## config.mk

```make
export PLATFORM = sky130hd
export DESIGN_NAME = gpio_pin_filter21
export DESIGN_NICKNAME = d
export VERILOG_FILES = /design/src/rtl/gpio_filt_pkg21.sv /design/src/rtl/gpio_pin_deb21.sv /design/src/rtl/gpio_pin_filter21.sv
export SDC_FILE = /design/constraint.sdc
export NUM_CORES = 1
export LEC_CHECK = 0
export CORE_MARGIN = 8
export CORE_UTILIZATION = 59
export CTS_CLUSTER_DIAMETER = 60
export DETAILED_ROUTE_END_ITERATION = 10
export GPL_ROUTABILITY_DRIVEN = 1
export PLACE_DENSITY = 0.78
export SLEW_MARGIN = 30
export SYNTH_ARGS = -nofsm -noshare
export SYNTH_HDL_FRONTEND = slang
export SYNTH_HIERARCHICAL = 1
export SYNTH_SLANG_ARGS = --single-unit
```

## constraint.sdc

```tcl
create_clock -name pclk21 -period 8.3 [get_ports pclk21]
set_input_delay 1.66 -clock pclk21 [delete_from_list [all_inputs] [get_ports pclk21]]
set_output_delay 1.66 -clock pclk21 [all_outputs]
set_load 0.1 [all_outputs]
```

## src/rtl/gpio_filt_pkg21.sv

```systemverilog
// +--------------------------------------------------------------------+
// | gpio_filt_pkg21 : shared defaults and types for the pin filter     |
// | Rev 1.0                                                            |
// +--------------------------------------------------------------------+
`default_nettype none

package gpio_filt_pkg21;

   localparam int NUM_PINS    = 16;
   localparam int SYNC_STAGES = 2;
   localparam int CNT_W       = 8;
   localparam int DIV_W       = 8;

   typedef enum logic {
      MODE_BYPASS   = 1'b0,
      MODE_DEBOUNCE = 1'b1
   } pin_mode_t;

endpackage

`default_nettype wire

```

## src/rtl/gpio_pin_deb21.sv

```systemverilog
// +--------------------------------------------------------------------+
// | gpio_pin_deb21 : one-pin synchroniser, debouncer and change pulse  |
// | Rev 1.0                                                            |
// +--------------------------------------------------------------------+
`default_nettype none

module gpio_pin_deb21 #(
   parameter int SYNC_STAGES = gpio_filt_pkg21::SYNC_STAGES,
   parameter int CNT_W       = gpio_filt_pkg21::CNT_W
) (
   input  logic             pclk21,
   input  logic             p_reset21,
   input  logic             i_pin_raw,
   input  logic             i_filt_en,
   input  logic             i_tick,
   input  logic [CNT_W-1:0] i_debounce_len,
   output logic             o_pin_out,
   output logic             o_pin_change
);

   import gpio_filt_pkg21::*;

   logic [SYNC_STAGES-1:0] sync_q, sync_d;
   logic [CNT_W-1:0]       cnt_q, cnt_d;
   logic                   out_q, out_d;
   logic                   chg_q, chg_d;
   logic                   w_sync;
   logic [CNT_W:0]         w_cnt_inc;
   pin_mode_t              w_mode;

   assign w_sync    = sync_q[SYNC_STAGES-1];
   assign w_mode    = pin_mode_t'(i_filt_en);
   // One bit wider so the length compare cannot overflow at all-ones.
   assign w_cnt_inc = {1'b0, cnt_q} + {{CNT_W{1'b0}}, 1'b1};

   always_comb begin
      sync_d = {sync_q[SYNC_STAGES-2:0], i_pin_raw};
      out_d  = out_q;
      cnt_d  = cnt_q;
      case (w_mode)
         MODE_BYPASS: begin
            out_d = w_sync;
            cnt_d = '0;
         end
         default: begin
            if (i_tick) begin
               if (w_sync == out_q) begin
                  cnt_d = '0;
               end else if (w_cnt_inc >= {1'b0, i_debounce_len}) begin
                  out_d = w_sync;
                  cnt_d = '0;
               end else begin
                  cnt_d = (&cnt_q) ? cnt_q : w_cnt_inc[CNT_W-1:0];
               end
            end
         end
      endcase
      chg_d = out_d ^ out_q;
   end

   always_ff @(posedge pclk21 or posedge p_reset21) begin
      if (p_reset21) begin
         sync_q <= '0;
         cnt_q  <= '0;
         out_q  <= 1'b0;
         chg_q  <= 1'b0;
      end else begin
         sync_q <= sync_d;
         cnt_q  <= cnt_d;
         out_q  <= out_d;
         chg_q  <= chg_d;
      end
   end

   assign o_pin_out    = out_q;
   assign o_pin_change = chg_q;

endmodule

`default_nettype wire

```

## src/rtl/gpio_pin_filter21.sv

```systemverilog
// +--------------------------------------------------------------------+
// | gpio_pin_filter21 : shared sample prescaler plus per-pin filters   |
// | Rev 1.0                                                            |
// +--------------------------------------------------------------------+
`default_nettype none

module gpio_pin_filter21 #(
   parameter int NUM_PINS    = gpio_filt_pkg21::NUM_PINS,
   parameter int SYNC_STAGES = gpio_filt_pkg21::SYNC_STAGES,
   parameter int CNT_W       = gpio_filt_pkg21::CNT_W,
   parameter int DIV_W       = gpio_filt_pkg21::DIV_W
) (
   input  logic                pclk21,
   input  logic                p_reset21,
   input  logic [NUM_PINS-1:0] pin_raw_in21,
   input  logic [NUM_PINS-1:0] filt_en21,
   input  logic [CNT_W-1:0]    debounce_len21,
   input  logic [DIV_W-1:0]    tick_div21,
   output logic [NUM_PINS-1:0] gpio_pin_in21,
   output logic [NUM_PINS-1:0] pin_change21
);

   logic [DIV_W-1:0] div_q, div_d;
   logic             w_tick;

   assign w_tick = (div_q == tick_div21);

   // If tick_div21 drops below the count, the natural overflow wraps it back to 0.
   always_comb begin
      div_d = w_tick ? '0 : div_q + 1'b1;
   end

   always_ff @(posedge pclk21 or posedge p_reset21) begin
      if (p_reset21) begin
         div_q <= '0;
      end else begin
         div_q <= div_d;
      end
   end

   generate
      for (genvar i = 0; i < NUM_PINS; i++) begin : g_pin
         gpio_pin_deb21 #(
            .SYNC_STAGES (SYNC_STAGES),
            .CNT_W       (CNT_W)
         ) u_deb (
            .pclk21         (pclk21),
            .p_reset21      (p_reset21),
            .i_pin_raw      (pin_raw_in21[i]),
            .i_filt_en      (filt_en21[i]),
            .i_tick         (w_tick),
            .i_debounce_len (debounce_len21),
            .o_pin_out      (gpio_pin_in21[i]),
            .o_pin_change   (pin_change21[i])
         );
      end
   endgenerate

endmodule

`default_nettype wire
```

==> reports/summary.txt, run 1 <==
maxcap violations - 0
Clock Skews - 0.0116 ns
most common cell after layout, fill and taps aside - dfrtp_1
Net count, final - 1507
WP data arrival - 4.31 ns
Worst R2R End - g_pin[8].u_deb/o_pin_out
maximum clock frequency - 251 MHz
Finished Cell Area - 14700 sq um
die height - 165 um
Required @ worst endpoint - 8.62 ns
Avg Inst Size Synth - 10.6 sq um
Critical Path Start - tick_div21[3]
post-route setup slack - 4.31 ns
footprint of the multi-input gates - 7490 sq um
first-pass GRT wire length - 45200 um
layout cells sized above 1 - 9.36%
# port buffers - 81
initial antenna violation count - 0
final core occ - 67.4%
Area after DPL - 14200 sq um
WL final - 27300 um
Die ar. - 27400 sq um
pwr dens - 159 nW/um^2
Netlist Area Pre-Place - 13200 sq um
post-synthesis cell type count - 31
RSZ-0062 raised after global routing - false
post_cts resized - 0
Pre-antenna DRT Iters - 5
cts bufs inserted - 17
crit-path cells - clkdlybuf4s50_1, xor2_2, nor4_4, and2_4, nor2b_1, a21oi_2, mux2_1
Ys Warns - 6
largest net degree at the start of global routing - 49
CP Max Fanout - 48
pre-CTS WS - 3.45 ns
Max Slew Vio Count - 0
WP buf/inv - 1
CTS tree - yes
antenna cells - 0
Pleak - 7.40 nW
startpoint types - input port
DRT iter0 DRCs - 527
maximum VDD drop - 119 uV
num rows - 54
Setup TNS - 0 ns
IO Count - 82
core area - 21900 sq um
GRT Overall Usage - 20.5%
gr ovfl total - 0
RR Startpoint - div_q[3]
vias in the first global route - 9232
Rel. slew slack - 32.3%
post-route ant nets - 0
root buffer cell - clkbuf_16
H-tree levels - 4
cell count along the critical path - 7
sequential area share after synthesis - 38.0%
slowest cell delay on critical path - 0.63 ns
syn_nets - 1440
register area - 5000 sq um
# DRC - 0
Syn Inst Count - 1245
slowest CP cell - and2_4
Min-Delay Path Class - reg2reg
critical path class - in2reg
worst reg-to-reg setup slack - 5.50 ns
CTS Hold Bufs - 0
Tmin final - 3.99 ns
setup bufs post-CTS - 0
worst-skew pair later-pin latency - 0.44 ns
ratio of final minimum period to clock period - 48.1%
CTS sink count - 200
Setup crit end kind - flop
Worst Tran Pin Value - 1.01 ns
endpoints failing setup - 0
RePlAce Congestion - 0.844
most frequent cells in the layout - dfrtp_1, inv_1, ha_1
Avg WL per Cell - 17.0 um
number of synthesized register bits - 200
clk slew on worst S/H paths - 0.07 ns
vias per cell - 5.92
R2R cell count - 6
Die W - 165 um
CP top delay family - simple AND/OR/NAND/NOR gates
clk buf depth - 2
status - finished, final reports clean
hpwl dp - 19300 um
Fill cells - 1637
vias post-DR - 9494
synthesis-to-finish area growth - 11.9%
crit path capture - g_pin[8].u_deb/o_pin_out
Initial Util - 60.2%
Final Hold Viols - 0
layer usage:
layer / track usage (%) / routed length (um)
met3: 4.31 / 1580
met5: 0 / 0
met2: 33.4 / 13100
met4: 5.56 / 378
met1: 27.2 / 12300
how the worst min path moves through the flow:
stage                        startpoint                       end  depth (start not counted)  slack, ns
2_1_floorplan  g_pin[0].u_deb/sync_q[0]  g_pin[0].u_deb/sync_q[1]                          0       0.33
3_3_place_gp   g_pin[7].u_deb/sync_q[0]  g_pin[7].u_deb/sync_q[1]                          0       0.33
3_5_place_dp   g_pin[6].u_deb/sync_q[0]  g_pin[6].u_deb/sync_q[1]                          0       0.34
4_1_cts        g_pin[1].u_deb/sync_q[0]  g_pin[1].u_deb/sync_q[1]                          0       0.35
5_1_grt        g_pin[1].u_deb/sync_q[0]  g_pin[1].u_deb/sync_q[1]                          0       0.36
6_report       g_pin[1].u_deb/sync_q[0]  g_pin[1].u_deb/sync_q[1]                          0       0.35
registers in the layout, indices dropped and copies added (netlist names):
signal,cells
g_pin.u_deb/cnt_q,128
g_pin.u_deb/sync_q,32
g_pin.u_deb/o_pin_change,16
g_pin.u_deb/o_pin_out,16
div_q,8
layout make-up:
type / count / area share [%]
Multi-Input combinational cell: 867 / 50.8
Sequential cell: 200 / 33.9
Timing Repair Buffer: 81 / 5.23
Inverter: 145 / 3.69
Clock buffer: 18 / 2.98
Tap cell: 280 / 2.38
Clock inverter: 14 / 1.03
synthesized netlist by cell type:
cell | n | area [sq um]
dfrtp_1 | 200 | 5000
ha_1 | 145 | 1810
inv_1 | 145 | 544
nand2_1 | 114 | 428
a32o_1 | 112 | 1120
xor2_1 | 73 | 639
a21oi_1 | 52 | 260
xnor2_1 | 49 | 429
nand3_1 | 35 | 175
and4_1 | 32 | 280
nor2_1 | 32 | 120
nor2b_1 | 32 | 200
o21ai_1 | 32 | 160
and2_1 | 17 | 106
nand4_1 | 17 | 106
a21oi_2 | 16 | 140
a21oi_4 | 16 | 260
and3_1 | 16 | 100
buf_2 | 16 | 80.1
clkbuf_1 | 16 | 60.1
mux2_1 | 16 | 180
nand3_4 | 16 | 280
o21ai_2 | 16 | 140
o311ai_4 | 16 | 420
a22oi_1 | 3 | 22.5
o21ai_0 | 3 | 15.0
or3_1 | 3 | 18.8
nor4_4 | 2 | 42.5
a21boi_0 | 1 | 7.51
buf_6 | 1 | 11.3
xor2_2 | 1 | 16.3
per-stage QoR:
step           power (mW)  cells  hold slack, ns
2_1_floorplan        1.41   1245           0.331
3_3_place_gp         1.52   1573           0.333
3_5_place_dp         1.53   1573           0.336
4_1_cts              2.37   1605           0.354
5_1_grt              2.44   1605           0.355
6_report             2.34   1605           0.351
power by group:
group          leakage, nW  internal, mW  switching, mW
clock                0.289         0.436          0.394
sequential            2.66          1.02         0.0473
combinational         4.44         0.134          0.312
cell families after synthesis:
logic type / share of synthesized area [%]
xor gates and xnor gates: 8.23
DFF: 38.0
buffers and inverters: 5.28
adders and majority gates: 13.8
AOI/OAI and AO/OA: 19.3
and+or+nand+nor: 14.1
muxes: 1.37
(Power assumes the default switching activity.)
==> run 2, diff against run 1 <==
clock period = 4 ns   (was 8.3 ns; I/O delays follow)
==> run 2 against run 1 <==
  * Non-clock buffer count increased by 9
  * Global-route usage increased by 0.52 points
  * Register-to-register slack worse by 4.1 ns
  * Hold slack worse by 0.0041 ns
  * Cell count up 0.50%
  * Die area unchanged
==> reports/summary.txt, run 2 (synthesis gave the netlist of run 1 again) <==
die height - 165 um (unchanged)
cts bufs inserted - 17 (unchanged)
largest net degree at the start of global routing - 49 (unchanged)
root buffer cell - clkbuf_16 (unchanged)
Clock Skews - 0.0113 ns (was 0.0116 ns)
vias per cell - 5.92 (about the same)
Setup crit end kind - flop (unchanged)
most common cell after layout, fill and taps aside - dfrtp_1 (unchanged)
synthesis-to-finish area growth - 12.7% (was 11.9%)
footprint of the multi-input gates - 7490 sq um (about the same)
# DRC - 0 (unchanged)
CTS sink count - 200 (unchanged)
endpoints failing setup - 0 (unchanged)
ratio of final minimum period to clock period - 72.1%
H-tree levels - 4 (unchanged)
post-route setup slack - 1.11 ns (was 4.31 ns)
GRT Overall Usage - 21.0% (was 20.5%)
antenna cells - 0 (unchanged)
maxcap violations - 0 (unchanged)
slowest cell delay on critical path - 0.50 ns (was 0.63 ns)
Fill cells - 1684 (was 1637)
post-route ant nets - 0 (unchanged)
num rows - 54 (unchanged)
post_cts resized - 0 (unchanged)
register area - 5000 sq um (unchanged)
Min-Delay Path Class - reg2reg (unchanged)
gr ovfl total - 0 (unchanged)
Pre-antenna DRT Iters - 5 (unchanged)
GRT met1 Usage - 28.5% (was 27.2%)
worst-skew pair later-pin latency - 0.43 ns (was 0.44 ns)
Required @ worst endpoint - 4.32 ns (was 8.62 ns)
vias in the first global route - 9459 (was 9232)
crit-path cells - clkdlybuf4s50_1, xor2_2, nor4_4, and2_2, buf_12, nor2b_1, a21oi_2, mux2_1 (was clkdlybuf4s50_1, xor2_2, nor4_4, and2_4, nor2b_1, a21oi_2, mux2_1)
initial antenna violation count - 0 (unchanged)
most flop-heavy register - g_pin.u_deb/cnt_q (unchanged)
most frequent cells in the layout - dfrtp_1, inv_1, ha_1 (unchanged)
clk buf depth - 2 (unchanged)
grt peak-use layer - met2 (unchanged)
Pleak - 7.44 nW (was 7.40 nW)
Worst Tran Pin Value - 1.01 ns (about the same)
Initial Util - 60.2% (unchanged)
met3 GRT Util - 3.67% (was 4.31%)
maximum VDD drop - 253 uV (was 119 uV)
first-pass GRT wire length - 46600 um (was 45200 um)
critical path class - in2reg (unchanged)
CP Max Fanout - 48 (unchanged)
core area - 21900 sq um (unchanged)
Max Slew Vio Count - 0 (unchanged)
Die ar. - 27400 sq um (unchanged)
Net count, final - 1516 (was 1507)
CTS tree - yes (unchanged)
Tmin final - 2.89 ns
DRT iter0 DRCs - 630 (was 527)
status - finished, final reports clean (unchanged)
RePlAce Congestion - 0.844 (about the same)
clk slew on worst S/H paths - 0.07 ns (about the same)
CTS Hold Bufs - 0 (unchanged)
Final Hold Viols - 0 (unchanged)
hpwl dp - 19700 um (was 19300 um)
pre-CTS WS - 0.682 ns (was 3.45 ns)
Die W - 165 um (unchanged)
vias post-DR - 9550 (was 9494)
slowest CP cell - nor4_4 (was and2_4)
Avg WL per Cell - 17.2 um (was 17.0 um)
WL final - 27700 um (was 27300 um)
layout cells sized above 1 - 9.30% (was 9.36%)
# port buffers - 81 (unchanged)
Rel. slew slack - 32.4% (was 32.3%)
startpoint types - input port (unchanged)
WHS - 0.347 ns (was 0.351 ns)
CP top delay family - simple AND/OR/NAND/NOR gates (unchanged)
Largest regs - g_pin.u_deb/cnt_q (128), g_pin.u_deb/sync_q (32) (unchanged)
max reg flops - 128 (unchanged)
pwr dens - 329 nW/um^2 (was 159 nW/um^2)
RSZ-0062 raised after global routing - false (unchanged)
setup bufs post-CTS - 0 (unchanged)
met2 global-route usage - 34.2% (was 33.4%)
IO Count - 82 (unchanged)
maximum clock frequency - 347 MHz
WP buf/inv - 2 (was 1)
WP data arrival - 3.20 ns (was 4.31 ns)
Setup TNS - 0 ns (unchanged)
-- run 2: final timing paths --
| kind | start | endpoint | slack [ns] | depth (start not counted) |
|---|---|---|---|---|
| hold reg to reg | g_pin[6].u_deb/sync_q[0] | g_pin[6].u_deb/sync_q[1] | 0.35 | 0 |
| setup reg to reg | g_pin[1].u_deb/cnt_q[0] | g_pin[1].u_deb/o_pin_out | 1.44 | 10 |
| hold / removal | g_pin[6].u_deb/sync_q[0] | g_pin[6].u_deb/sync_q[1] | 0.35 | 0 |
| min in group asynchronous | p_reset21 | div_q[0] | 0.59 | 2 |
| max in group asynchronous | p_reset21 | g_pin[6].u_deb/cnt_q[2] | 3.00 | 2 |
| setup / recovery | tick_div21[3] | g_pin[4].u_deb/o_pin_out | 1.11 | 8 |
-- run 2: power breakdown --
part | internal, mW | total (mW) | leakage (nW) | switching [mW]
clock network | 0.973 | 1.74 | 0.291 | 0.765
registers | 2.11 | 2.21 | 2.66 | 0.0971
logic | 0.286 | 0.934 | 4.49 | 0.648
-- run 2: worst register-to-register path: cells and delay by family (launching register included) --
| family | cells | cell delay [ns] |
|---|---|---|
| adders and majority gates | 2 | 0.58 |
| muxes | 1 | 0.34 |
| AOI/OAI and AO/OA | 2 | 0.38 |
| DFF | 1 | 0.45 |
| xor gates and xnor gates | 1 | 0.24 |
| and+or+nand+nor | 4 | 0.44 |
-- run 2: metrics by stage --
| stage | instances | area, sq um | utilization (%) | total power, mW |
|---|---|---|---|---|
| 2_1_floorplan | 1245 | 13200 | - | 2.92 |
| 3_3_place_gp | 1582 | 14300 | 65.2 | 3.17 |
| 3_5_place_dp | 1582 | 14300 | 65.2 | 3.19 |
| 4_1_cts | 1613 | 14900 | 67.9 | 4.92 |
| 5_1_grt | 1613 | 14900 | 67.9 | 5.09 |
| 6_report | 1613 | 14900 | 67.9 | 4.88 |
-- run 2: cell type report --
class | count | share of cell area (%)
clock buffers | 21 | 3.17
repair buffers | 90 | 5.96
well taps | 280 | 2.36
clock inverters | 10 | 0.808
multi-input cells | 867 | 50.4
inverters | 145 | 3.66
flip-flops and latches | 200 | 33.7
-- run 2: layer usage --
| layer | routed length (um) | vias to the layer above |
|---|---|---|
| met5 | 0 | - |
| met4 | 315 | 0 |
| met3 | 1480 | 24 |
| met2 | 13400 | 203 |
| met1 | 12500 | 4688 |
| li1 | - | 4635 |
